<file path="src/rtl/imem_loader.sv">
// ============================================================================
// Module   : imem_loader
// Purpose  : Receives a byte stream over valid/ready and packs it big-endian
//            into 32-bit instruction words. Each word is written to
//            sequential instruction-memory addresses. The processor is held
//            in reset until the whole program is loaded.
// Revision : 1.0 - initial release
// ============================================================================
`default_nettype none

module imem_loader #(
    parameter int ADDR_W         = 6,
    // Must be at least 1.
    parameter int CPU_RST_CYCLES = 2
) (
    input  logic              clk,
    input  logic              rst_n,
    input  logic              i_start,
    input  logic [ADDR_W:0]   i_word_count,
    input  logic              i_in_valid,
    input  logic [7:0]        i_in_data,
    output logic              o_in_ready,
    output logic              o_imem_we,
    output logic [ADDR_W-1:0] o_imem_addr,
    output logic [31:0]       o_imem_wdata,
    output logic              o_cpu_reset,
    output logic              o_busy,
    output logic              o_done,
    output logic              o_err
);

    // Largest legal word count: the full memory, 2^ADDR_W words.
    localparam logic [ADDR_W:0] c_WORD_MAX = {1'b1, {ADDR_W{1'b0}}};
    localparam int c_REL_W = (CPU_RST_CYCLES > 1) ? $clog2(CPU_RST_CYCLES) : 1;
    localparam logic [c_REL_W-1:0] c_REL_LAST = c_REL_W'(CPU_RST_CYCLES - 1);

    typedef enum logic [2:0] {
        S_IDLE    = 3'd0,
        S_RECV    = 3'd1,
        S_WRITE   = 3'd2,
        S_RELEASE = 3'd3,
        S_DONE    = 3'd4
    } state_t;

    state_t              r_state;
    logic [ADDR_W:0]     r_word_total;
    logic [ADDR_W-1:0]   r_word_idx;
    logic [1:0]          r_byte_cnt;
    logic [23:0]         r_shift;       // first three bytes of the current word
    logic [c_REL_W-1:0]  r_rel_cnt;

    logic                r_in_ready;
    logic                r_imem_we;
    logic [ADDR_W-1:0]   r_imem_addr;
    logic [31:0]         r_imem_wdata;
    logic                r_cpu_reset;
    logic                r_busy;
    logic                r_done;
    logic                r_err;

    logic                w_start_ok;
    logic                w_accept;
    logic                w_last_word;

    // A start is legal only for 1..2^ADDR_W words.
    assign w_start_ok  = (i_word_count != '0) && (i_word_count <= c_WORD_MAX);
    assign w_accept    = r_in_ready && i_in_valid;
    // The index is widened by one bit so a full-memory load ends at 2^ADDR_W-1 without wrapping.
    assign w_last_word = (({1'b0, r_word_idx} + (ADDR_W+1)'(1)) == r_word_total);

    // Loader FSM with all outputs registered.
    always_ff @(posedge clk or negedge rst_n) begin
        if (!rst_n) begin
            r_state      <= S_IDLE;
            r_word_total <= '0;
            r_word_idx   <= '0;
            r_byte_cnt   <= '0;
            r_shift      <= '0;
            r_rel_cnt    <= '0;
            r_in_ready   <= 1'b0;
            r_imem_we    <= 1'b0;
            r_imem_addr  <= '0;
            r_imem_wdata <= '0;
            r_cpu_reset  <= 1'b1;
            r_busy       <= 1'b0;
            r_done       <= 1'b0;
            r_err        <= 1'b0;
        end else begin
            r_err     <= 1'b0;
            r_imem_we <= 1'b0;
            case (r_state)
                S_IDLE, S_DONE: begin
                    if (i_start) begin
                        if (w_start_ok) begin
                            r_word_total <= i_word_count;
                            r_word_idx   <= '0;
                            r_byte_cnt   <= '0;
                            r_rel_cnt    <= '0;
                            r_cpu_reset  <= 1'b1;
                            r_busy       <= 1'b1;
                            r_done       <= 1'b0;
                            r_in_ready   <= 1'b1;
                            r_state      <= S_RECV;
                        end else begin
                            r_err <= 1'b1;
                        end
                    end
                end
                S_RECV: begin
                    if (w_accept) begin
                        if (r_byte_cnt == 2'd3) begin
                            r_imem_we    <= 1'b1;
                            r_imem_addr  <= r_word_idx;
                            r_imem_wdata <= {r_shift, i_in_data};
                            r_in_ready   <= 1'b0;
                            r_byte_cnt   <= '0;
                            r_state      <= S_WRITE;
                        end else begin
                            r_shift    <= {r_shift[15:0], i_in_data};
                            r_byte_cnt <= r_byte_cnt + 2'd1;
                        end
                    end
                end
                S_WRITE: begin
                    if (w_last_word) begin
                        r_state <= S_RELEASE;
                    end else begin
                        r_word_idx <= r_word_idx + 1'b1;
                        r_in_ready <= 1'b1;
                        r_state    <= S_RECV;
                    end
                end
                S_RELEASE: begin
                    if (r_rel_cnt == c_REL_LAST) begin
                        r_cpu_reset <= 1'b0;
                        r_busy      <= 1'b0;
                        r_done      <= 1'b1;
                        r_state     <= S_DONE;
                    end else begin
                        r_rel_cnt <= r_rel_cnt + 1'b1;
                    end
                end
                default: r_state <= S_IDLE;
            endcase
        end
    end

    assign o_in_ready   = r_in_ready;
    assign o_imem_we    = r_imem_we;
    assign o_imem_addr  = r_imem_addr;
    assign o_imem_wdata = r_imem_wdata;
    assign o_cpu_reset  = r_cpu_reset;
    assign o_busy       = r_busy;
    assign o_done       = r_done;
    assign o_err        = r_err;

endmodule

`default_nettype wire

</file>
<file path="config.mk">
export PLATFORM = sky130hd
export DESIGN_NAME = imem_loader
export DESIGN_NICKNAME = d
export VERILOG_FILES = /design/src/rtl/imem_loader.sv
export SDC_FILE = /design/constraint.sdc
export NUM_CORES = 1
export LEC_CHECK = 0
export CORE_UTILIZATION = 53
export DETAILED_ROUTE_END_ITERATION = 8
export PLACE_DENSITY = 0.77
export SYNTH_ARGS = -nofsm -noshare
export SYNTH_HDL_FRONTEND = slang
export SYNTH_SLANG_ARGS = --single-unit
</file>
<file path="constraint.sdc">
create_clock -name clk -period 2.4 [get_ports clk]
set_input_delay 0.72 -clock clk [delete_from_list [all_inputs] [get_ports clk]]
set_output_delay 0.72 -clock clk [all_outputs]
set_load 0.02 [all_outputs]
</file>
# Word level (Yosys, flattened, before mapping)
# Cells that the tools add are included.
totals:
  reg_bits: 87
  inputBits: 19
  output_inout_bits: 44
  elab_cells: 86
op_classes:
  n_addsub: 4
  order_cmp: 1
  eq_ne: 12
  n_mux: 36
  bitwise: 1
  reduce_logical: 18
op_table:
  columns: ["cell", "count"]
  rows:
  - ["$mux 6", 3]
  - ["$mux 1", 16]
  - ["$mux 3", 5]
  - ["$ne 2x2->1 const B", 6]
  - ["$pmux 3 s4", 1]
  - ["$pmux 6 s2", 1]
  - ["$reduce_and 3->1", 4]
  - ["$reduce_and 4->1", 3]
  - ["$mux 2", 5]
  - ["$add 6x1->7 const B", 1]
  - ["$eq 7x7->1", 1]
  - ["$le 7x7->1 const B", 1]
  - ["$reduce_bool 7->1", 1]
  - ["$add 6x1->6 const B", 1]
  - ["$eq 3x2->1 const B", 2]
  - ["$pmux 1 s2", 3]
  - ["$reduce_and 6->1", 1]
  - ["$reduce_bool 2->1", 3]
  - ["$reduce_and 5->1", 1]
  - ["$pmux 2 s2", 1]
  - ["$eq 3x1->1 const B", 1]
  - ["$eq 3x3->1 const B", 1]
  - ["$logic_not 3->1", 1]
  - ["$pmux 1 s3", 1]
  - ["7 further kinds", 8]

# Depth between registers and ports, before layout
# Gate-level depths: netlist of run 1.
depth:
  word_depth: 5
  depth_mapped: 7
  mapped_depth_nobuf: 6

# Least setup slack after synthesis of run 1
# Ideal clock, no wire load.
synth_path:
  kind: "in2reg"
  startpoint: "input port i_start"
  endpoint: "register r_word_idx[2]"
  setup_ns: 0.126
  t_arrival_ns: 2.085
  required_time_ns: 2.274
  setup_slack_ns: 0.189
  path_stages: 5
  path_buffers: 0
  cell_sequence: "or3b_4 -> a211oi_4 -> nor2_2 -> a32o_2 -> a221o_1"
synth_between:
  elab_chain_len: 2
synth_lines:
  columns: ["item", "line_no", "source"]
  rows:
  - ["start: declaration", "18", "input logic i_start,"]
  - ["$ne 2x2->1 (no source line)", null, null]
  - ["$reduce_and 4->1 (no source line)", null, null]
  - ["end signal: assignment", "128", "r_word_idx <= r_word_idx + 1'b1;"]
  - ["end: declaration", "47", "logic [ADDR_W-1:0] r_word_idx;"]
# Every way passes these cells.
# A chain may end at the register's enable or synchronous reset.

# Final worst setup path of run 1
layout_path:
  startpoint: "input port i_start"
  endpoint: "register r_word_idx[3]"
# Same word-level chain as after synthesis.

==> results.toml, run 1 <==
[status]
status = "finished, final reports clean"

[floorplan]
boundaryPins = 63
chipHeight_um = 85.7
core_area_um2 = 6790
die_x_um = 85.7
rows = 30
die-area_um2 = 7340
initial_core_util_pct = 54.6

[detailed_routing]
wl_um = 7210
vias_per_cell = 5.27
antenna_left = 0
avgRoutedWirePerCell_um = 13.8
detailroute.via_count = 2745
drtPass1Iterations = 4
dr.first_iter.drc_count = 159
post-route-drc-count = 0

[cts]
cts_hold_buf = 0
htreeDepth = 3
cts-resized-gates = 0
root_buffer = "clkbuf_8"
clkTransAtPathRegs_ns = 0.09
numCtsBuffers = 9
post-cts-setup-buffers = 0
clockBufferDepth = 2
cts_tree = "done"
clock_latency_ns = 0.36
cts.sinks = 87

[synthesis]
yosys_warnings = 0
syn_area_per_cell_um2 = 10.8
yosys-top-cells-area = "dfrtp_1 (58%), nand2_1 (13%), mux2_2 (9.4%), xor2_1 (1.2%), o21ai_0 (1.1%)"
yosys-top-cells-count = "nand2_1 (124), dfrtp_1 (86), mux2_2 (31)"
yosysMostFrequentCell = "nand2_1"
synth.cell_area_um2 = 3710
ys_async_sr_fraction_pct = 100
yosys.area.top_type_share_pct = 58.0
synth_flop_cell = "dfrtp_1"
seq_area_frac_synth_pct = 58.7
ys_ff_latch = 87
synth.distinct_cells = 47
syn_inst = 344
synth_area_leader_cell = "dfrtp_1"
syn_nets = 365
synth_edf_count = 0

[sta]
fmax_mhz = 438
rsz0062_at_grt = "false"
tightest_slew_ns = 0.640
hold_violations = 0
period_minus_slack_ns = 2.28
period_share_pct = 95.1
maxSlewViolCount = 0
setup_viol = 0
finalClockSkew_ns = 0.00862
timing.hold.ws_ns = 0.335
relSlewSlack_pct = 57.0
finalSetupTns_ns = 0

[final_layout]
fin_cells = 521
final_util_pct = 70.0
n_antenna_cell = 0
regArea_um2 = 2180
fillCellCount = 515
final_nets = 441
syn2layout_area_growth_pct = 28.1
post_route_cells_drive_above_1_share_pct = 18.8
multi_input_area_um2 = 1450

[pwr]
ir_drop_mv = 0.684
power_density_nw_per_um2 = 1210
p_leak_nw = 2.27
finalPower_mw = 5.77

[worst_setup_path]
startpoint_type = "input port"
worstReg2RegEnd = "r_word_idx[3]"
reg2reg_slack_ns = 0.13
critPathKind = "in2reg"
critical_path_arrival_ns = 2.52
worstSetupEndpointType = "register"
cp.required_ns = 2.64
critPathMaxFanout = 6
ff2ff_path_depth = 6
regToRegStartpoint = "r_word_idx[1]"

[place]
gp_congestion = 0.826
placed_cells = 505
post-dp-hpwl_um = 5070
portBuffers = 62

[flow_run]
max-cap-violations = 0

[min_path]
hold_class = "in2async"

[global_route]
antenna_found_initial = 0
grt_pass1_wl_um = 12400
grt.overflow.total = 0
first_global_vias = 2712
grt_max_degree = 43
track_usage_pct = 22.0
-- cells by family after synthesis --
| kind of cell | count (synthesis) | synth area share [%] |
|---|---|---|
| compound gates | 26 | 5.43 |
| xor+xnor | 9 | 2.49 |
| fa+ha+maj | 2 | 0.674 |
| buf+inv | 18 | 2.39 |
| flops | 87 | 58.7 |
| mux | 31 | 9.40 |
| simple gates | 171 | 20.9 |
-- per-stage QoR --
stage                     instance area, µm²  worst slack (ns)
final                                   4760             0.118
after global routing                    4760            0.0361
after CTS                               4750             0.103
after detailed placement                4550            -0.258
after global placement                  4550            -0.219
after floorplan                         3710             0.189
-- registers in the layout (all words and copies together), names as in the netlist --
signal / cells
r_word_idx: 6
o_err: 1
r_byte_cnt: 2
o_busy: 1
o_done: 1
r_shift: 24
o_imem_wdata: 32
o_cpu_reset: 1
r_rel_cnt: 1
o_in_ready: 1
r_state: 3
o_imem_addr: 6
o_imem_we: 1
r_word_total: 7
-- report_power, final --
group | total [mW] | internal, mW | switching [mW]
clock | 1.03 | 0.492 | 0.534
combinational | 2.25 | 1.16 | 1.09
sequential | 2.50 | 2.07 | 0.428
total | 5.77 | 3.72 | 2.05
-- worst max path at each step --
stage	startpoint	endpoint	slack, ns	cells past startpoint
after floorplan	i_start	r_word_idx[2]	0.19	5
after global placement	i_start	r_word_idx[2]	-0.22	6
after detailed placement	i_start	r_word_idx[3]	-0.26	6
after CTS	r_word_idx[1]	r_word_idx[3]	0.10	6
after global routing	r_word_idx[1]	r_word_idx[2]	0.04	6
final	i_start	r_word_idx[3]	0.12	6
-- critical path, cell delays in order --
cell,delay [ns]
clkdlybuf4s50_1,0.47
or3b_4,0.40
a211oi_4,0.24
nor2_2,0.07
a32o_2,0.27
a221o_1,0.35
-- cell type report --
cell class	count	share of cell area [%]
clock buffer	9	2.60
multi-input combinational	239	30.5
inverter	5	0.395
sequential	87	45.8
tap	96	2.52
timing repair buffer	78	16.6
clock inverter	7	1.63
-- placed cells by master (no fill, tap or decap), types with 6 or more instances in the layout --
| cell | count |
|---|---|
| clkdlybuf4s50_1 | 61 |
| nand3_1 | 6 |
| clkbuf_8 | 9 |
| dfrtp_1 | 86 |
| and3_1 | 6 |
| mux2_2 | 31 |
| o21ai_0 | 8 |
| nor2_1 | 7 |
| buf_4 | 13 |
| nand2_1 | 124 |
-- per-layer routing --
metal  GRT usage, %  part of all wire, %  wire (µm)
met1           27.2                   44       3140
met2           37.2                   50       3620
met3           3.75                  3.5        252
met4           11.8                  2.6        190
met5              0                    0          0
(Power assumes the default switching activity.)
==> inputs of run 2 (changes only) <==
- CORE_MARGIN: default -> 2
==> results.toml, run 2 (same netlist as run 1, synthesis figures left out) <==
[sta]
finalSetupTns_ns = 0
relSlewSlack_pct = 59.1
fmax_mhz = 439
timing.final.ws_setup_ns = 0.120
setup_viol = 0
rsz0062_at_grt = "false"
hold_violations = 0
maxSlewViolCount = 0
finalClockSkew_ns = 0.0109
period_share_pct = 95.0
tightest_slew_ns = 0.608
period_minus_slack_ns = 2.28
timing.hold.ws_ns = 0.356

[worst_setup_path]
critical_path_arrival_ns = 2.52
regToRegStartpoint = "r_word_idx[1]"
worst_path_dominant_cell_family = "compound AO/OA/AOI/OAI gates"
critPathKind = "in2reg"
critPathMaxFanout = 6
startpoint = "i_start"
worstSetupEndpointType = "register"
cp.required_ns = 2.64
startpoint_type = "input port"
critical_path_buf_inv_count = 1
cp_slowest_stage_delay_ns = 0.47
slowest_stage = "clkdlybuf4s50_1"
crit_chain = "clkdlybuf4s50_1 -> or3b_4 -> a211oi_4 -> nor2_2 -> a32o_2 -> a221o_1"

[cts]
cts.sinks = 87
post-cts-setup-buffers = 0
cts-resized-gates = 0
clockBufferDepth = 2
clock_latency_ns = 0.36
numCtsBuffers = 9
clkTransAtPathRegs_ns = 0.09
cts_hold_buf = 0
root_buffer = "clkbuf_8"
cts_tree = "done"
htreeDepth = 3

[min_path]
hold_class = "in2async"

[floorplan]
rows = 30
core_area_um2 = 6790
die_x_um = 87.7
die-area_um2 = 7690
initial_core_util_pct = 54.6
chipHeight_um = 87.7
boundaryPins = 63

[detailed_routing]
post-route-drc-count = 0
antenna_left = 0
vias_per_cell = 5.29
wl_um = 7360
drtPass1Iterations = 4
dr.first_iter.drc_count = 119
avgRoutedWirePerCell_um = 14.1
detailroute.via_count = 2757

[global_route]
grt.overflow.total = 0
grt_pass1_wl_um = 12400
track_usage_pct = 21.0
first_global_vias = 2611
grt_max_degree = 48
antenna_found_initial = 0

[final_layout]
multi_input_area_um2 = 1450
fillCellCount = 516
regArea_um2 = 2180
largest_reg_flops = 32
syn2layout_area_growth_pct = 28.4
fin_area_um2 = 4770
post_route_cells_drive_above_1_share_pct = 18.6
n_antenna_cell = 0
final_util_pct = 70.2
layout_commonest_cell = "nand2_1"
final_nets = 441
final_cell_mix = "nand2_1 (124), dfrtp_1 (86), clkdlybuf4s50_1 (61), mux2_2 (31), buf_4 (14)"

[place]
post-dp-hpwl_um = 5070
dpl_cell_area_um2 = 4540
place_ws_ns = -0.241
gp_congestion = 0.828
portBuffers = 62

[pwr]
p_leak_nw = 2.27
ir_drop_mv = 0.602
power_density_nw_per_um2 = 1240

[flow_run]
max-cap-violations = 0

[status]
status = "finished, final reports clean"
-- run 2: cell count changes in the layout (fill, tap and decap cells not counted) --
cell        delta
buf_12         -1
buf_4          +1
bufinv_16      +1
clkinv_2       -1
clkinv_4       -1
clkinvlp_4     +2
ha_1           +1
ha_2           -1
inv_6          -2
inv_8          +1
-- run 2: layout make-up --
class,instances,share of cell area [%]
flip-flops and latches,87,45.7
multi-input cells,239,30.4
repair buffers,78,16.3
clock buffers,9,2.60
well taps,96,2.52
clock inverters,7,2.15
inverters,5,0.394
-- run 2: routing by layer --
layer | GRT usage (%) | share of wire [%]
met3 | 3.30 | 3.4
met2 | 34.2 | 51
met5 | 0 | 0
met4 | 9.79 | 1.4
met1 | 27.8 | 44
-- run 2: worst register-to-register path, delay by kind of cell, from the launching register on --
family / cells / cell delay [ns]
simple gates: 3 / 0.77
compound gates: 2 / 0.67
flops: 1 / 0.43
fa+ha+maj: 1 / 0.30
-- run 2: per-stage QoR --
stage,power (mW),instances
after floorplan,3.79,344
after global placement,4.71,505
after detailed placement,4.78,505
after CTS,5.95,521
after global routing,6.27,521
final,5.90,521
-- run 2: final timing paths --
kind                                     to  slack (ns)  depth (start not counted)
max in group asynchronous  o_imem_wdata[13]        1.39                          2
hold / removal             o_imem_wdata[11]        0.36                          1
hold reg to reg            o_imem_wdata[24]        0.46                          2
setup reg to reg              r_word_idx[3]        0.12                          6
min in group clk           o_imem_wdata[24]        0.46                          2
setup / recovery              r_word_idx[3]        0.12                          6
-- run 2: power by group --
part / leakage [nW] / switching, mW / internal, mW / total, mW
logic: 1.06 / 1.10 / 1.15 / 2.25
registers: 1.10 / 0.431 / 2.07 / 2.50
clock network: 0.104 / 0.552 / 0.597 / 1.15
total: 2.27 / 2.08 / 3.82 / 5.90
==> inputs of run 3 (changes only) <==
- CORE_UTILIZATION: 53 -> 40
- PLACE_DENSITY: 0.77 -> 0.6
==> results.toml, run 3 (same netlist as run 1, synthesis figures left out) <==
[final_layout]
syn2layout_area_growth_pct = 29.0
largest_reg_flops = 32
layout_commonest_cell = "nand2_1"
n_antenna_cell = 0
final_nets = 441
final_util_pct = 52.6
fin_cells = 535
final_cell_mix = "nand2_1 (124), dfrtp_1 (86), clkdlybuf4s50_1 (61), mux2_2 (31), buf_4 (13)"
post_route_cells_drive_above_1_share_pct = 18.4
fin_area_um2 = 4790

[worst_setup_path]
critPathKind = "in2reg"
startpoint_type = "input port"
crit_chain = "clkdlybuf4s50_1 -> or3b_4 -> a211oi_4 -> nor2_2 -> a32o_2 -> a221o_1"
critical_path_arrival_ns = 2.51
worstSetupEndpointType = "register"
critical_path_buf_inv_count = 1
crit_cells = 6
slowest_stage = "clkdlybuf4s50_1"
cp_slowest_stage_delay_ns = 0.47
worst_path_dominant_cell_family = "compound AO/OA/AOI/OAI gates"
cp.required_ns = 2.64
ff2ff_path_depth = 6
critPathMaxFanout = 5

[cts]
root_buffer = "clkbuf_8"
clkTransAtPathRegs_ns = 0.09
cts.sinks = 87
post-cts-setup-buffers = 0
clock_latency_ns = 0.35
cts_tree = "done"
numCtsBuffers = 9
cts_hold_buf = 0
cts-resized-gates = 0
htreeDepth = 3
clockBufferDepth = 2

[sta]
setup_viol = 0
rsz0062_at_grt = "false"
period_share_pct = 94.7
tightest_slew_ns = 0.572
maxSlewViolCount = 0
hold_violations = 0
period_minus_slack_ns = 2.27
relSlewSlack_pct = 61.6
fmax_mhz = 440
timing.final.ws_setup_ns = 0.126
finalClockSkew_ns = 0.00943

[pwr]
finalPower_mw = 5.84
ir_drop_mv = 0.466
p_leak_nw = 2.27
power_density_nw_per_um2 = 1220

[global_route]
grt_max_degree = 57
first_global_vias = 2618
grt.overflow.total = 0
grt_pass1_wl_um = 12700
antenna_found_initial = 0
track_usage_pct = 15.9

[floorplan]
die_x_um = 100
rows = 35
boundaryPins = 63
core_area_um2 = 9110
initial_core_util_pct = 40.8
chipHeight_um = 100
die-area_um2 = 10100

[detailed_routing]
dr.first_iter.drc_count = 65
avgRoutedWirePerCell_um = 13.8
drtPass1Iterations = 4
antenna_left = 0
wl_um = 7400
post-route-drc-count = 0
vias_per_cell = 4.97
detailroute.via_count = 2657

[flow_run]
max-cap-violations = 0

[place]
dpl_cell_area_um2 = 4570
portBuffers = 62
gp_congestion = 0.835
place_ws_ns = -0.258
placed_cells = 520
post-dp-hpwl_um = 5190

[status]
status = "finished, final reports clean"

[min_path]
hold_class = "in2async"
## run 3: cell count changes in the layout (fill, tap and decap cells not counted)
cell | before | now
inv_8 | 1 | 0
inv_6 | 1 | 2
clkinv_4 | 0 | 1
buf_12 | 3 | 4
buf_4 | 14 | 13
clkinvlp_4 | 3 | 1
## run 3: final cells by class
cell class / instances / area, µm²
Sequential cell: 87 / 2180
Tap cell: 111 / 139
Clock buffer: 9 / 124
Clock inverter: 6 / 93.8
Fill cell: 846 / 4320
Multi-Input combinational cell: 239 / 1450
Timing Repair Buffer: 78 / 788
Inverter: 5 / 18.8
## run 3: per-layer routing
metal	GRT usage, %	vias up	wire length [µm]
li1	-	1311	-
met1	20.2	1277	3360
met5	0	-	0
met4	4.11	0	65
met2	26.4	64	3570
met3	4.81	5	401
## run 3: worst paths after layout
kind,start,end,slack (ns)
max in group asynchronous,rst_n,o_cpu_reset,1.43
max,i_start,r_word_idx[2],0.13
min in group clk,r_shift[23],o_imem_wdata[31],0.47
min reg2reg,r_shift[23],o_imem_wdata[31],0.47
min,rst_n,o_imem_wdata[6],0.28
max reg2reg,r_word_idx[1],r_word_idx[2],0.21
## run 3: per-stage QoR
step | hold WS (ns) | setup TNS (ns)
final | 0.284 | 0
after detailed placement | 0.455 | -1.52
after floorplan | 0.424 | 0
after global placement | 0.451 | -1.20
after CTS | 0.285 | 0
after global routing | 0.299 | 0
## run 3: power by group
part | total (mW) | leakage (nW) | switching, mW | internal [mW]
Sequential | 2.49 | 1.10 | 0.418 | 2.07
Combinational | 2.24 | 1.07 | 1.08 | 1.15
Clock | 1.12 | 0.106 | 0.528 | 0.590
